[src/rtl/echo_heard_serializer.sv]
// Purpose : buffer 32-bit heard words in a DEPTH-entry FIFO and emit them LSB-first as bytes.
// Latency : a word accepted in cycle N is popped in N+1 (if idle) and byte 0 appears in N+2.
// Backpr. : heard__RDY drops when the FIFO is full; byte__RDY low freezes the serializer.
//
// Ports:
//   CLK, nRST             clock, asynchronous active-low reset
//   heard__ENA/heard_v    upstream word delivery (only while heard__RDY)
//   heard__RDY            FIFO has room (registered occupancy only)
//   byte__ENA/byte_v      byte transferred this cycle / current byte
//   byte_last             current byte is byte 3 of its word
//   byte__RDY             downstream can accept a byte
//   word_count            words fully emitted, wraps at 2^16
module echo_heard_serializer #(
   parameter int DEPTH = 4
) (
   input  logic        CLK,
   input  logic        nRST,
   input  logic        heard__ENA,
   input  logic [31:0] heard_v,
   output logic        heard__RDY,
   output logic        byte__ENA,
   output logic [7:0]  byte_v,
   output logic        byte_last,
   input  logic        byte__RDY,
   output logic [15:0] word_count
);

   localparam int AW = $clog2(DEPTH);
   localparam logic [AW:0] FULL_OCC = (AW+1)'(DEPTH);

   typedef enum logic {IDLE, SHIFT} state_t;

   state_t        state_q, state_d;
   logic [31:0]   sr_q, sr_d;
   logic [1:0]    idx_q, idx_d;
   logic [15:0]   word_count_q, word_count_d;
   logic [AW-1:0] wr_ptr_q, rd_ptr_q;
   logic [AW:0]   occ_q, occ_d;
   logic [31:0]   mem_q [DEPTH];

   logic fifo_empty;
   logic push;
   logic pop;

   assign fifo_empty = (occ_q == '0);
   // Space is judged from registered occupancy; a same-cycle pop does not open a slot early.
   assign heard__RDY = nRST && (occ_q != FULL_OCC);
   assign push       = heard__ENA && heard__RDY;

   assign byte__ENA  = (state_q == SHIFT) && byte__RDY;
   assign byte_v     = (state_q == SHIFT) ? sr_q[7:0] : 8'h00;
   assign byte_last  = (state_q == SHIFT) && (idx_q == 2'd3);
   assign word_count = word_count_q;

   // Serializer next-state. A pop on the last byte reloads sr directly so words
   // stream back to back without an idle cycle.
   always_comb begin
      state_d      = state_q;
      sr_d         = sr_q;
      idx_d        = idx_q;
      word_count_d = word_count_q;
      pop          = 1'b0;
      case (state_q)
         IDLE: begin
            if (!fifo_empty) begin
               pop     = 1'b1;
               sr_d    = mem_q[rd_ptr_q];
               idx_d   = 2'd0;
               state_d = SHIFT;
            end
         end
         SHIFT: begin
            if (byte__ENA) begin
               if (idx_q != 2'd3) begin
                  sr_d  = {8'h00, sr_q[31:8]};
                  idx_d = idx_q + 2'd1;
               end else begin
                  word_count_d = word_count_q + 16'd1;
                  if (!fifo_empty) begin
                     pop   = 1'b1;
                     sr_d  = mem_q[rd_ptr_q];
                     idx_d = 2'd0;
                  end else begin
                     state_d = IDLE;
                  end
               end
            end
         end
         default: state_d = IDLE;
      endcase
   end

   always_comb begin
      occ_d = occ_q;
      case ({push, pop})
         2'b10:   occ_d = occ_q + (AW+1)'(1);
         2'b01:   occ_d = occ_q - (AW+1)'(1);
         default: occ_d = occ_q;
      endcase
   end

   always_ff @(posedge CLK or negedge nRST) begin
      if (!nRST) begin
         state_q      <= IDLE;
         sr_q         <= '0;
         idx_q        <= '0;
         word_count_q <= '0;
         wr_ptr_q     <= '0;
         rd_ptr_q     <= '0;
         occ_q        <= '0;
      end else begin
         state_q      <= state_d;
         sr_q         <= sr_d;
         idx_q        <= idx_d;
         word_count_q <= word_count_d;
         occ_q        <= occ_d;
         if (push) wr_ptr_q <= wr_ptr_q + AW'(1);
         if (pop)  rd_ptr_q <= rd_ptr_q + AW'(1);
      end
   end

   // Storage needs no reset: occupancy guards every read.
   always_ff @(posedge CLK) begin
      if (push) mem_q[wr_ptr_q] <= heard_v;
   end

endmodule

[config.mk]
export PLATFORM = sky130hd
export DESIGN_NAME = echo_heard_serializer
export DESIGN_NICKNAME = d
export VERILOG_FILES = /design/src/rtl/echo_heard_serializer.sv
export SDC_FILE = /design/constraint.sdc
export NUM_CORES = 1
export LEC_CHECK = 0
export ABC_CLOCK_PERIOD_IN_PS = 3000
export CAP_MARGIN = 15
export CORE_ASPECT_RATIO = 0.9
export CORE_MARGIN = 1
export CORE_UTILIZATION = 60
export CTS_BUF_LIST = sky130_fd_sc_hd__clkbuf_2
export DETAILED_ROUTE_END_ITERATION = 10
export GPL_TIMING_DRIVEN = 1
export PLACE_DENSITY_LB_ADDON = 0.25
export REMOVE_ABC_BUFFERS = 1
export SYNTH_ARGS = -nofsm -noshare
export SYNTH_HDL_FRONTEND = slang
export SYNTH_SLANG_ARGS = --single-unit
[constraint.sdc]
create_clock -name CLK -period 3 [get_ports CLK]
set_input_delay 0.6 -clock CLK [delete_from_list [all_inputs] [get_ports CLK]]
set_output_delay 0.6 -clock CLK [all_outputs]
set_load 0.005 [all_outputs]
==> results.yml <==
status:
  status: "finished, final reports clean"
hold_path:
  hold_path.class: "input pin to register"
clock_network:
  cts.clk_slew.worst_paths_ns: 0.23
  cts_setup_buffers: 0
  cts_tree: "done"
  cts_buffers: 17
  h-tree-depth: 4
  cts_buffer_depth: 2
  numClockSinks: 186
  cts_root_buf: "clkbuf_2"
  insertion_delay_ns: 0.76
final_layout:
  nFillCells: 808
  num-nets-final: 603
  drive_gt1_frac: 0.157
  syn2layout_area_growth_pct: 15.2
  antenna_cells: 0
setup_path:
  cp_num_buf_inv: 4
  cp-end-kind: "output pin"
  r2r_end: "occ_q[2]"
  timing.setup.critical_path_class: "input pin to output pin"
  crit_start: "nRST"
  start_kind: "input pin"
  timing.critical_path.depth: 5
  endpoint: "heard__RDY"
  path_max_fanout: 6
  worstPathArrival_ns: 2.22
  rrSetupSlack_ns: 0.86
  slowest_delay_ns: 0.58
  cp_cell_sequence: "dlygate4sd3_1 > buf_2 > inv_1 > a31oi_1 > clkdlybuf4s50_1"
  path_delay_family: "buffers and inverters"
  timing.critical_path.slowest_stage_cell: "clkdlybuf4s50_1"
  rr_worst_depth: 10
  reg2reg_from: "occ_q[1]"
  required_ns: 2.40
synthesis:
  synth.most_common_cell: "edfxtp_1"
  synth_top_area_frac: 0.506
  yosys.area_share.simple: 0.0831
  yosysTopAreaCell: "edfxtp_1"
  netlist_area_mm2: 0.00759
  synth_seq_cells: 186
  synth_area_leaders: "edfxtp_1 (51%), dfrtp_1 (19%), mux4_2 (9.5%)"
  synth_ff_type: "edfxtp_1"
  yosys_warnings: 0
  synthTopCellsByCount: "edfxtp_1 (128), nor2_1 (76), dfrtp_1 (58), nand2_1 (35), mux4_2 (32)"
  muxShareOfSynthArea: 0.101
  ys_seq_area_frac: 0.698
  avgSynthCellArea_um2: 15.5
  netlist_instances: 489
  yosys.area_share.adder: 0.0142
  synth_top_family_by_area: "multiplexers"
  postSynth.asyncResetShare: 0.312
  synth-edff-count: 128
  synth_compound_area_frac: 0.0547
  synth_cell_types: 35
  synth-xor-area-share: 0.0242
power:
  p_per_area_mw_per_mm2: 826
  p_sw_frac: 0.287
  p_comb_frac: 0.274
  clock_power_share: 0.231
  peakVddDrop_v: 0.000468
  p_switching_w: 0.00207
  pwr-share-seq: 0.495
  leakagePower_nw: 3.22
  p_int_w: 0.00515
floorplanning:
  start_util: 0.624
  die-area_mm2: 0.0131
  core-area_mm2: 0.0122
  placementRows: 38
  die_w_um: 121
  ioPinCount: 63
  die_y_um: 109
timing:
  hold_violations: 0
  timing.hold.ws_ns: 0.454
  tightest_slew_ns: 0.727
  min_period_over_period: 0.941
  slew_headroom: 0.515
  setup_tns_ns: 0
  rsz0062_at_grt: "no"
  skew_ns: 0.0299
  fmax_mhz: 354
  period_minus_slack_ns: 2.82
  maxSlewViolCount: 0
  finalSetupViolations: 0
job:
  max_cap_violations: 0
grt:
  grt_usage: 0.232
  grt-ovfl-total: 0
  grt_pass1_vias: 4453
  grt_pass1_wl_um: 22200
  grt_max_degree: 59
  antenna_found_initial: 0
detailed_routing:
  drt-initial-drc-count: 352
  drt_pre_antenna_iters: 4
  ant_nets: 0
  num_vias: 4254
  wl_per_cell_um: 18.8
  drc: 0
  vias_per_cell: 5.81
  wl_um: 13700
place:
  gp_congestion: 0.725
  dpl.hpwl_um: 8310
  io_buffers: 62
registers in the layout, indices dropped and copies added, names as in the netlist:
signal / cells
mem_q: 128
sr_q: 32
word_count: 16
occ_q: 3
idx_q: 2
rd_ptr_q: 2
wr_ptr_q: 2
state_q: 1
placed cells by master, fill, tap and decap left out, types with 2 or more instances in the layout:
| cell | n |
|---|---|
| o21ai_2 | 2 |
| and4_1 | 2 |
| clkinv_2 | 3 |
| dfrtp_2 | 2 |
| ha_1 | 7 |
| and2_1 | 10 |
| xor2_1 | 7 |
| clkdlybuf4s50_1 | 61 |
| and3_1 | 7 |
| edfxtp_1 | 128 |
| mux4_2 | 32 |
| clkbuf_2 | 18 |
| xnor2_1 | 14 |
| mux2_2 | 3 |
| nand3_1 | 4 |
| bufinv_16 | 8 |
| nand2_1 | 35 |
| a211oi_1 | 23 |
| o21ai_0 | 24 |
| inv_1 | 9 |
| dfrtp_1 | 56 |
| buf_4 | 13 |
| clkinvlp_4 | 2 |
| clkinv_1 | 2 |
| a22o_1 | 9 |
| nand4_1 | 2 |
| nor2_1 | 76 |
layer usage:
metal / part of all wire / global-route usage
met4: 0.021 / 0.0970
met5: 0 / 0
met2: 0.53 / 0.399
met3: 0.045 / 0.0643
met1: 0.41 / 0.278
layout make-up:
| class | count | area (µm²) | share of cell area |
|---|---|---|---|
| Multi-Input combinational cell | 266 | 2100 | 0.240 |
| Sequential cell | 186 | 5300 | 0.606 |
| Timing Repair Buffer | 77 | 743 | 0.0850 |
| Inverter | 11 | 41.3 | 0.00472 |
| Clock inverter | 14 | 274 | 0.0313 |
| Tap cell | 160 | 200 | 0.0229 |
| Clock buffer | 18 | 90.1 | 0.0103 |
power groups by stage:
stage                     logic (W)  registers, W  clock network, W
after floorplan             0.00123       0.00363                 0
after global placement      0.00194       0.00360                 0
after detailed placement    0.00199       0.00363                 0
after CTS                   0.00201       0.00358           0.00170
after global routing        0.00217       0.00364           0.00179
final                       0.00198       0.00358           0.00167
kinds of logic after synthesis:
kind of cell	count (synthesis)
AND/OR/NAND/NOR	140
multiplexers	36
AO/OA/AOI/OAI	61
buffers and inverters	37
adder cells (fa/ha/maj)	8
XOR/XNOR	21
flip-flops	186
worst min path at each step:
stage	slack (ns)	cells after the start	startpoint	end
after floorplan	0.30	0	nRST	idx_q[0]
after global placement	0.46	1	word_count[15]	word_count[15]
after detailed placement	0.46	1	word_count[15]	word_count[15]
after CTS	0.38	1	heard_v[22]	mem_q[0][22]
after global routing	0.36	1	heard_v[9]	mem_q[0][9]
final	0.45	1	heard_v[22]	mem_q[3][22]
repair_timing:
action                                  CTS  global route
hold buffers                              1             0
endpoints found under the setup margin   10             0
gates resized for setup                   1             0
endpoints found under the hold margin    46             0
stage by stage:
| step | util | setup WS [ns] | instances | area (µm²) | power (W) |
|---|---|---|---|---|---|
| finish | 0.719 | 0.178 | 732 | 8750 | 0.00723 |
| global route | 0.719 | 0.0230 | 732 | 8750 | 0.00760 |
| CTS | 0.719 | 0.107 | 732 | 8750 | 0.00729 |
| detailed placement | 0.688 | 0.310 | 699 | 8370 | 0.00562 |
| global placement | 0.688 | 0.353 | 699 | 8370 | 0.00554 |
| floorplan | - | 0.122 | 463 | 7440 | 0.00486 |
worst reg2reg max path: cells and delay by family (launching register included):
family	cells	cell delay, ns
XOR/XNOR	2	0.32
flip-flops	1	0.45
AO/OA/AOI/OAI	1	0.17
adder cells (fa/ha/maj)	2	0.54
buffers and inverters	3	0.25
AND/OR/NAND/NOR	2	0.35
Note: power is estimated with default switching activity, not from simulation.
